**src/rtl/alu_mc_if.sv**
```systemverilog
// alu_mc handshake bundle: operand/op side and result/flag side.
// master drives operands and out_ready; slave is the ALU.
interface alu_mc_if #(
   parameter int WIDTH = 32
);
   logic             in_valid;
   logic             in_ready;
   logic [WIDTH-1:0] a;
   logic [WIDTH-1:0] b;
   logic [4:0]       aluc;
   logic             out_valid;
   logic             out_ready;
   logic [WIDTH-1:0] r;
   logic [WIDTH-1:0] hi;
   logic             zero;
   logic             carry;
   logic             negative;
   logic             overflow;
   logic             err;

   modport master (
      output in_valid, a, b, aluc, out_ready,
      input  in_ready, out_valid, r, hi,
      input  zero, carry, negative, overflow, err
   );

   modport slave (
      input  in_valid, a, b, aluc, out_ready,
      output in_ready, out_valid, r, hi,
      output zero, carry, negative, overflow, err
   );
endinterface

```
**src/rtl/alu_mc.sv**
```systemverilog
// alu_mc: multicycle ALU, 16 legacy ops + iterative MULU/DIVU.
// Define ALU_MC_DIV_EN to build the divider; otherwise DIVU is illegal.
module alu_mc #(
   parameter int WIDTH = 32
) (
   input logic   clk,
   input logic   rst_n,
   alu_mc_if.slave bus
);
   localparam int SHW = $clog2(WIDTH);

   typedef enum logic [1:0] {IDLE, MUL, DIV, DONE} state_t;

   state_t st, nxt;

   logic             acc, rdy, last;
   logic             is_mul, is_div;
   logic [SHW-1:0]   cnt, sh, shl_idx, shr_idx;
   logic [WIDTH-1:0] a, b;
   logic [WIDTH-1:0] opnd, wk_hi, wk_lo;
   logic [WIDTH:0]   add_s, sub_s, mul_s;
   logic [WIDTH-1:0] lr, mhi_n, mlo_n;
   logic             lz, lc, ln, lv;
   logic [WIDTH-1:0] r_q, hi_q;
   logic             z_q, c_q, n_q, v_q, e_q;

   assign a  = bus.a;
   assign b  = bus.b;
   assign sh = a[SHW-1:0];

   assign is_mul = (bus.aluc == 5'b10000);
`ifdef ALU_MC_DIV_EN
   assign is_div = (bus.aluc == 5'b10001);
`else
   assign is_div = 1'b0;
`endif

   assign rdy  = rst_n & ((st == IDLE) | ((st == DONE) & bus.out_ready));
   assign acc  = bus.in_valid & rdy;
   assign last = (cnt == SHW'(WIDTH - 1));

   // single-cycle result and flags for the legacy 4-bit op codes
   always_comb begin
      add_s   = {1'b0, a} + {1'b0, b};
      sub_s   = {1'b0, a} - {1'b0, b};
      shr_idx = sh - 1'b1;
      shl_idx = ~sh + 1'b1;
      lr = '0;
      lc = 1'b0;
      lv = 1'b0;
      unique case (bus.aluc[3:0])
         4'b0000: begin
            lr = add_s[WIDTH-1:0];
            lc = add_s[WIDTH];
         end
         4'b0001: begin
            lr = sub_s[WIDTH-1:0];
            lc = sub_s[WIDTH];
         end
         4'b0010: begin
            lr = add_s[WIDTH-1:0];
            lv = (a[WIDTH-1] == b[WIDTH-1]) &&
                 (lr[WIDTH-1] != a[WIDTH-1]);
         end
         4'b0011: begin
            lr = sub_s[WIDTH-1:0];
            lv = (a[WIDTH-1] != b[WIDTH-1]) &&
                 (lr[WIDTH-1] != a[WIDTH-1]);
         end
         4'b0100: lr = a & b;
         4'b0101: lr = a | b;
         4'b0110: lr = a ^ b;
         4'b0111: lr = ~(a | b);
         4'b1000, 4'b1001:
            lr = {b[WIDTH/2-1:0], {(WIDTH/2){1'b0}}};
         4'b1010: begin
            lr = {{(WIDTH-1){1'b0}}, (a < b)};
            lc = (a < b);
         end
         4'b1011:
            lr = {{(WIDTH-1){1'b0}}, ($signed(a) < $signed(b))};
         4'b1100: begin
            lr = $signed(b) >>> sh;
            lc = (sh != '0) & b[shr_idx];
         end
         4'b1101: begin
            lr = b >> sh;
            lc = (sh != '0) & b[shr_idx];
         end
         default: begin
            lr = b << sh;
            lc = (sh != '0) & b[shl_idx];
         end
      endcase
      lz = (lr == '0);
      ln = lr[WIDTH-1];
      if (bus.aluc[3:1] == 3'b101) begin
         lz = (a == b);
         ln = bus.aluc[0] & lr[0];
      end
   end

   // one shift-add multiply step: hi:lo shifts right, multiplier in lo
   always_comb begin
      mul_s = {1'b0, wk_hi} + (wk_lo[0] ? {1'b0, opnd} : '0);
      mhi_n = mul_s[WIDTH:1];
      mlo_n = {mul_s[0], wk_lo[WIDTH-1:1]};
   end

`ifdef ALU_MC_DIV_EN
   logic [WIDTH:0]   dt, dd;
   logic             dge;
   logic [WIDTH-1:0] dhi_n, dlo_n;

   // one restoring divide step: remainder in hi, quotient shifts into lo
   always_comb begin
      dt    = {wk_hi, wk_lo[WIDTH-1]};
      dd    = dt - {1'b0, opnd};
      dge   = (dt >= {1'b0, opnd});
      dhi_n = dge ? dd[WIDTH-1:0] : dt[WIDTH-1:0];
      dlo_n = {wk_lo[WIDTH-2:0], dge};
   end
`endif

   // state register
   always_ff @(posedge clk) begin
      if (!rst_n) st <= IDLE;
      else        st <= nxt;
   end

   // next state
   always_comb begin
      nxt = st;
      if (((st == MUL) || (st == DIV)) && last)
         nxt = DONE;
      if (acc)
         nxt = is_mul ? MUL : (is_div ? DIV : DONE);
      else if ((st == DONE) && bus.out_ready)
         nxt = IDLE;
   end

   // operand capture, iteration registers and registered result/flags
   always_ff @(posedge clk) begin
      if (!rst_n) begin
         cnt   <= '0;
         opnd  <= '0;
         wk_hi <= '0;
         wk_lo <= '0;
         r_q   <= '0;
         hi_q  <= '0;
         z_q   <= 1'b0;
         c_q   <= 1'b0;
         n_q   <= 1'b0;
         v_q   <= 1'b0;
         e_q   <= 1'b0;
      end else if (acc) begin
         cnt   <= '0;
         opnd  <= is_mul ? a : b;
         wk_lo <= is_mul ? b : a;
         wk_hi <= '0;
         if (!bus.aluc[4]) begin
            r_q  <= lr;
            hi_q <= '0;
            z_q  <= lz;
            c_q  <= lc;
            n_q  <= ln;
            v_q  <= lv;
            e_q  <= 1'b0;
         end else if (!is_mul && !is_div) begin
            r_q  <= '0;
            hi_q <= '0;
            z_q  <= 1'b0;
            c_q  <= 1'b0;
            n_q  <= 1'b0;
            v_q  <= 1'b0;
            e_q  <= 1'b1;
         end
      end else if (st == MUL) begin
         cnt   <= cnt + 1'b1;
         wk_hi <= mhi_n;
         wk_lo <= mlo_n;
         if (last) begin
            r_q  <= mlo_n;
            hi_q <= mhi_n;
            z_q  <= (mlo_n == '0);
            c_q  <= (mhi_n != '0);
            n_q  <= mlo_n[WIDTH-1];
            v_q  <= 1'b0;
            e_q  <= 1'b0;
         end
`ifdef ALU_MC_DIV_EN
      end else if (st == DIV) begin
         cnt   <= cnt + 1'b1;
         wk_hi <= dhi_n;
         wk_lo <= dlo_n;
         if (last) begin
            r_q  <= dlo_n;
            hi_q <= dhi_n;
            z_q  <= (dlo_n == '0);
            c_q  <= 1'b0;
            n_q  <= dlo_n[WIDTH-1];
            v_q  <= (opnd == '0);
            e_q  <= 1'b0;
         end
`endif
      end
   end

   assign bus.in_ready  = rdy;
   assign bus.out_valid = (st == DONE);
   assign bus.r         = r_q;
   assign bus.hi        = hi_q;
   assign bus.zero      = z_q;
   assign bus.carry     = c_q;
   assign bus.negative  = n_q;
   assign bus.overflow  = v_q;
   assign bus.err       = e_q;
endmodule

```
**src/flat_wrapper.sv**
```systemverilog
// flat-port wrapper written by rule: the top's interface ports become plain ports
module alu_mc_flat 
#(
   parameter int WIDTH = 32
)
  (clk, rst_n, bus_in_valid, bus_a, bus_b, bus_aluc, bus_out_ready, bus_in_ready, bus_out_valid, bus_r, bus_hi, bus_zero, bus_carry, bus_negative, bus_overflow, bus_err);
  alu_mc_if #(.WIDTH(WIDTH)) bus_i ();
  input logic clk;
  input logic rst_n;
  input wire logic [$bits(bus_i.in_valid)-1:0] bus_in_valid;
  input wire logic [$bits(bus_i.a)-1:0] bus_a;
  input wire logic [$bits(bus_i.b)-1:0] bus_b;
  input wire logic [$bits(bus_i.aluc)-1:0] bus_aluc;
  input wire logic [$bits(bus_i.out_ready)-1:0] bus_out_ready;
  output wire logic [$bits(bus_i.in_ready)-1:0] bus_in_ready;
  output wire logic [$bits(bus_i.out_valid)-1:0] bus_out_valid;
  output wire logic [$bits(bus_i.r)-1:0] bus_r;
  output wire logic [$bits(bus_i.hi)-1:0] bus_hi;
  output wire logic [$bits(bus_i.zero)-1:0] bus_zero;
  output wire logic [$bits(bus_i.carry)-1:0] bus_carry;
  output wire logic [$bits(bus_i.negative)-1:0] bus_negative;
  output wire logic [$bits(bus_i.overflow)-1:0] bus_overflow;
  output wire logic [$bits(bus_i.err)-1:0] bus_err;
  assign bus_i.in_valid = bus_in_valid;
  assign bus_i.a = bus_a;
  assign bus_i.b = bus_b;
  assign bus_i.aluc = bus_aluc;
  assign bus_i.out_ready = bus_out_ready;
  assign bus_in_ready = bus_i.in_ready;
  assign bus_out_valid = bus_i.out_valid;
  assign bus_r = bus_i.r;
  assign bus_hi = bus_i.hi;
  assign bus_zero = bus_i.zero;
  assign bus_carry = bus_i.carry;
  assign bus_negative = bus_i.negative;
  assign bus_overflow = bus_i.overflow;
  assign bus_err = bus_i.err;
  alu_mc #(.WIDTH(WIDTH)) u_core (.clk(clk), .rst_n(rst_n), .bus(bus_i));
endmodule
```
**config.mk**
```make
export PLATFORM = sky130hd
export DESIGN_NAME = alu_mc_flat
export DESIGN_NICKNAME = d
export VERILOG_FILES = /design/src/rtl/alu_mc_if.sv /design/src/rtl/alu_mc.sv /design/src/flat_wrapper.sv
export SDC_FILE = /design/constraint.sdc
export NUM_CORES = 1
export LEC_CHECK = 0
export BUFFER_PORTS_ARGS = -buffer_cell sky130_fd_sc_hd__buf_4
export CAP_MARGIN = 10
export CORE_MARGIN = 2
export CORE_UTILIZATION = 29
export DETAILED_ROUTE_END_ITERATION = 8
export GPL_TIMING_DRIVEN = 0
export HOLD_SLACK_MARGIN = 0.1
export PLACE_DENSITY = 0.55
export SYNTH_ARGS = -nofsm -noshare
export SYNTH_HDL_FRONTEND = slang
export SYNTH_SLANG_ARGS = --single-unit
```
**constraint.sdc**
```tcl
create_clock -name clk -period 5.2 [get_ports clk]
set_input_delay 1.04 -clock clk [delete_from_list [all_inputs] [get_ports clk]]
set_output_delay 1.04 -clock clk [all_outputs]
set_load 0.05 [all_outputs]
```
==> run metrics <==
Arr. time, crit path=5.57 ns; cts hold-fix bufs=0; fin. max-slew vios=0; CORE AREA=0.06895 sq mm; drt first pass iters=6; Antenna Nets Post-Route=0; nets=around 3100; Final TNS setup=-0.06381 ns; DP HPWL=98100 microns; post-synthesis cell count=2714; final wirelength=122200 microns; final setup violation count=2; final core occ=34.01%; CP required=5.53 ns; worst slew pin tran=1.409 ns; drt drc=0; GRT overflow=0; failing checks=negative setup slack; synthesis warning total=0; die area=0.07209 sq mm; clock root cell=clkbuf_16; Layout area overhead=15.57%; Area contributors post-synth=dfxtp_1, ha_1, nor2_1; Reg clk slew, reported paths=roughly 0.080 ns; cell taking the most area after synthesis=dfxtp_1; Most used DFF post-synth=dfxtp_1; Initial Util=29.42%; Inserted Clock Buffers=17; WS Path Type=input port to flip-flop; worst-path fanout max=10; Mean Syn Cell Area=7.475 sq um; EDFF count, synth=0; register area share after synthesis=16.97%; Placed Instances=between 3000 and 4000; worst ir drop on vdd=0.2387 mV; number of I/O pins=around 140; Worst Skew=0.01340 ns; Max clock buf depth=2; Chip Width=between 200 and 300 microns; H-tree Lvls=4; CP endpoint kind=flip-flop; number of DRC markers in iteration 0=3161; all-layer global routing usage=33.17%; fin cells=3803; Synth Net Count=2933; largest net degree at the start of global routing=18; Hold Path Depth=2; clk_lat worst skew=0.46 ns; count of cell types in the netlist=89; vias in the first global route=22670; first-pass GRT wire length=170100 microns; commonest non-fill, non-tap cell in the layout=nor2_1; crit path launch type=input port; Sink Count=172; Max Cap Viol=0; RePlAce Congestion=~1.1; layout cells sized above 1=12.89%; worst setup margin=-0.03976 ns; die height=about 270 microns; buffers added on ports=around 140; dpl cell area=0.02255 sq mm; Synth top area share=16.97%; flops & latches, synth=172; cells on worst reg2reg path=16; fillers=7570; status=finished, violations left; initial antenna violation count=4; fin crit share=100.8%; CTS tree=yes; Via density=6.313; Cell Area, Synth=0.02029 sq mm; total number of vias=24010; ys async rst share=0%; Placement Setup Slack=-2.779 ns; slew margin rel.=~5.5%; PD cells=224.6 mW/mm^2; row count=96; Lkg Pwr=between 9 and 10 nW; endpoints failing hold=0; RSZ-0062 raised after global routing=false; max frequency=~190 MHz; minimum clock period=5.240 ns; WL/cell=32.14 microns; fin area=roughly 0.023 sq mm; Hold Path Class=flip-flop to flip-flop; most frequent cells in the layout=nor2_1, a21oi_1, nand2_1
[flip-flops by register name (all words and copies together) (netlist names)]
| name | count |
|---|---|
| u_core.bus.zero | 1 |
| u_core.opnd | 32 |
| u_core.bus.r | 32 |
| u_core.st | 2 |
| u_core.wk_hi | 32 |
| u_core.bus.err | 1 |
| u_core.bus.overflow | 1 |
| u_core.bus.carry | 1 |
| u_core.cnt | 5 |
| u_core.bus.hi | 32 |
| u_core.wk_lo | 32 |
| u_core.bus.negative | 1 |
[critical path: stages]
cell      delay, ns
buf_4          0.19
clkbuf_1       0.42
clkbuf_1       0.63
buf_1          0.63
clkbuf_1       0.77
o221ai_1       0.38
a211oi_2       0.59
o21ai_0        0.42
a221oi_1       0.41
nor3_1         0.07
[worst paths after layout]
check	startpoint	endpoint	slack, ns
setup / recovery	bus_a[3]	u_core.bus.r[11]$_SDFFE_PN0P_	-0.04
hold reg to reg	u_core.bus.hi[4]$_SDFFE_PN0P_	u_core.bus.hi[4]$_SDFFE_PN0P_	0.46
hold / removal	u_core.bus.hi[4]$_SDFFE_PN0P_	u_core.bus.hi[4]$_SDFFE_PN0P_	0.46
setup reg to reg	u_core.wk_lo[0]$_SDFFE_PN0P_	u_core.bus.carry$_SDFFE_PN0P_	0.45
[stage by stage]
stage,power [mW],hold slack [ns]
detailed placement,3.683,0.4507
global route,5.418,0.4865
global placement,3.702,0.4471
floorplan,2.798,0.4353
CTS,5.179,0.4613
finish,5.267,0.4559
[cell usage after synthesis, types with 40 or more instances]
master    instances
a211oi_1        106
and2_1           41
o21ai_0         162
xnor2_1          43
ha_1            143
nor3_1           71
mux4_2           52
mux2i_1         115
nor2_1          350
a21oi_1         200
dfxtp_1         172
nor4_1           40
nand2_1         192
nand3_1          91
a22oi_1          40
clkbuf_1        180
inv_1           116
[where the power goes]
group          total (mW)  switching [mW]  internal (mW)
Combinational        2.32            1.61          0.713
Clock                1.48           0.603          0.874
Sequential           1.47          0.0666           1.40
[cell type report]
type,instances,area [sq um],share of cell area (%)
well taps,931,1165,4.968
repair buffers,152,1147,4.894
diodes,1,2.502,0.01067
plain buffers,211,939.7,4.008
multi-input cells,2185,15620,66.60
clock inverters,14,249.0,1.062
flip-flops and latches,172,3443,14.69
inverters,119,455.4,1.942
clock buffers,18,429.2,1.830
[layer usage]
layer / up-vias / GRT usage (%) / wire length, microns
met3: 385 / 7.297 / 12060
met4: 4 / 22.46 / 9977
met2: 1520 / 48.89 / 50560
met1: 11680 / 43.19 / 49620
li1: 10420 / - / -
met5: - / 0 / 18
[kinds of logic (layout without fill, tap and decap cells)]
kind of cell / count (synthesis) / in the layout / share of synthesized area, %
buf+inv: 357 / 514 / 7.111
fa+ha+maj: 146 / 146 / 9.116
compound gates: 851 / 851 / 28.11
xor+xnor: 48 / 48 / 2.072
flops: 172 / 172 / 16.97
mux: 212 / 212 / 15.28
simple gates: 928 / 928 / 21.35
other cells: 0 / 1 / 0
[timing repair]
item	CTS	global route
endpoints found under the hold margin	0	0
buffers inserted	5	2
pin swaps	4	2
resized for setup	54	22
endpoints found under the setup margin	34	11
(Power assumes the default switching activity.)
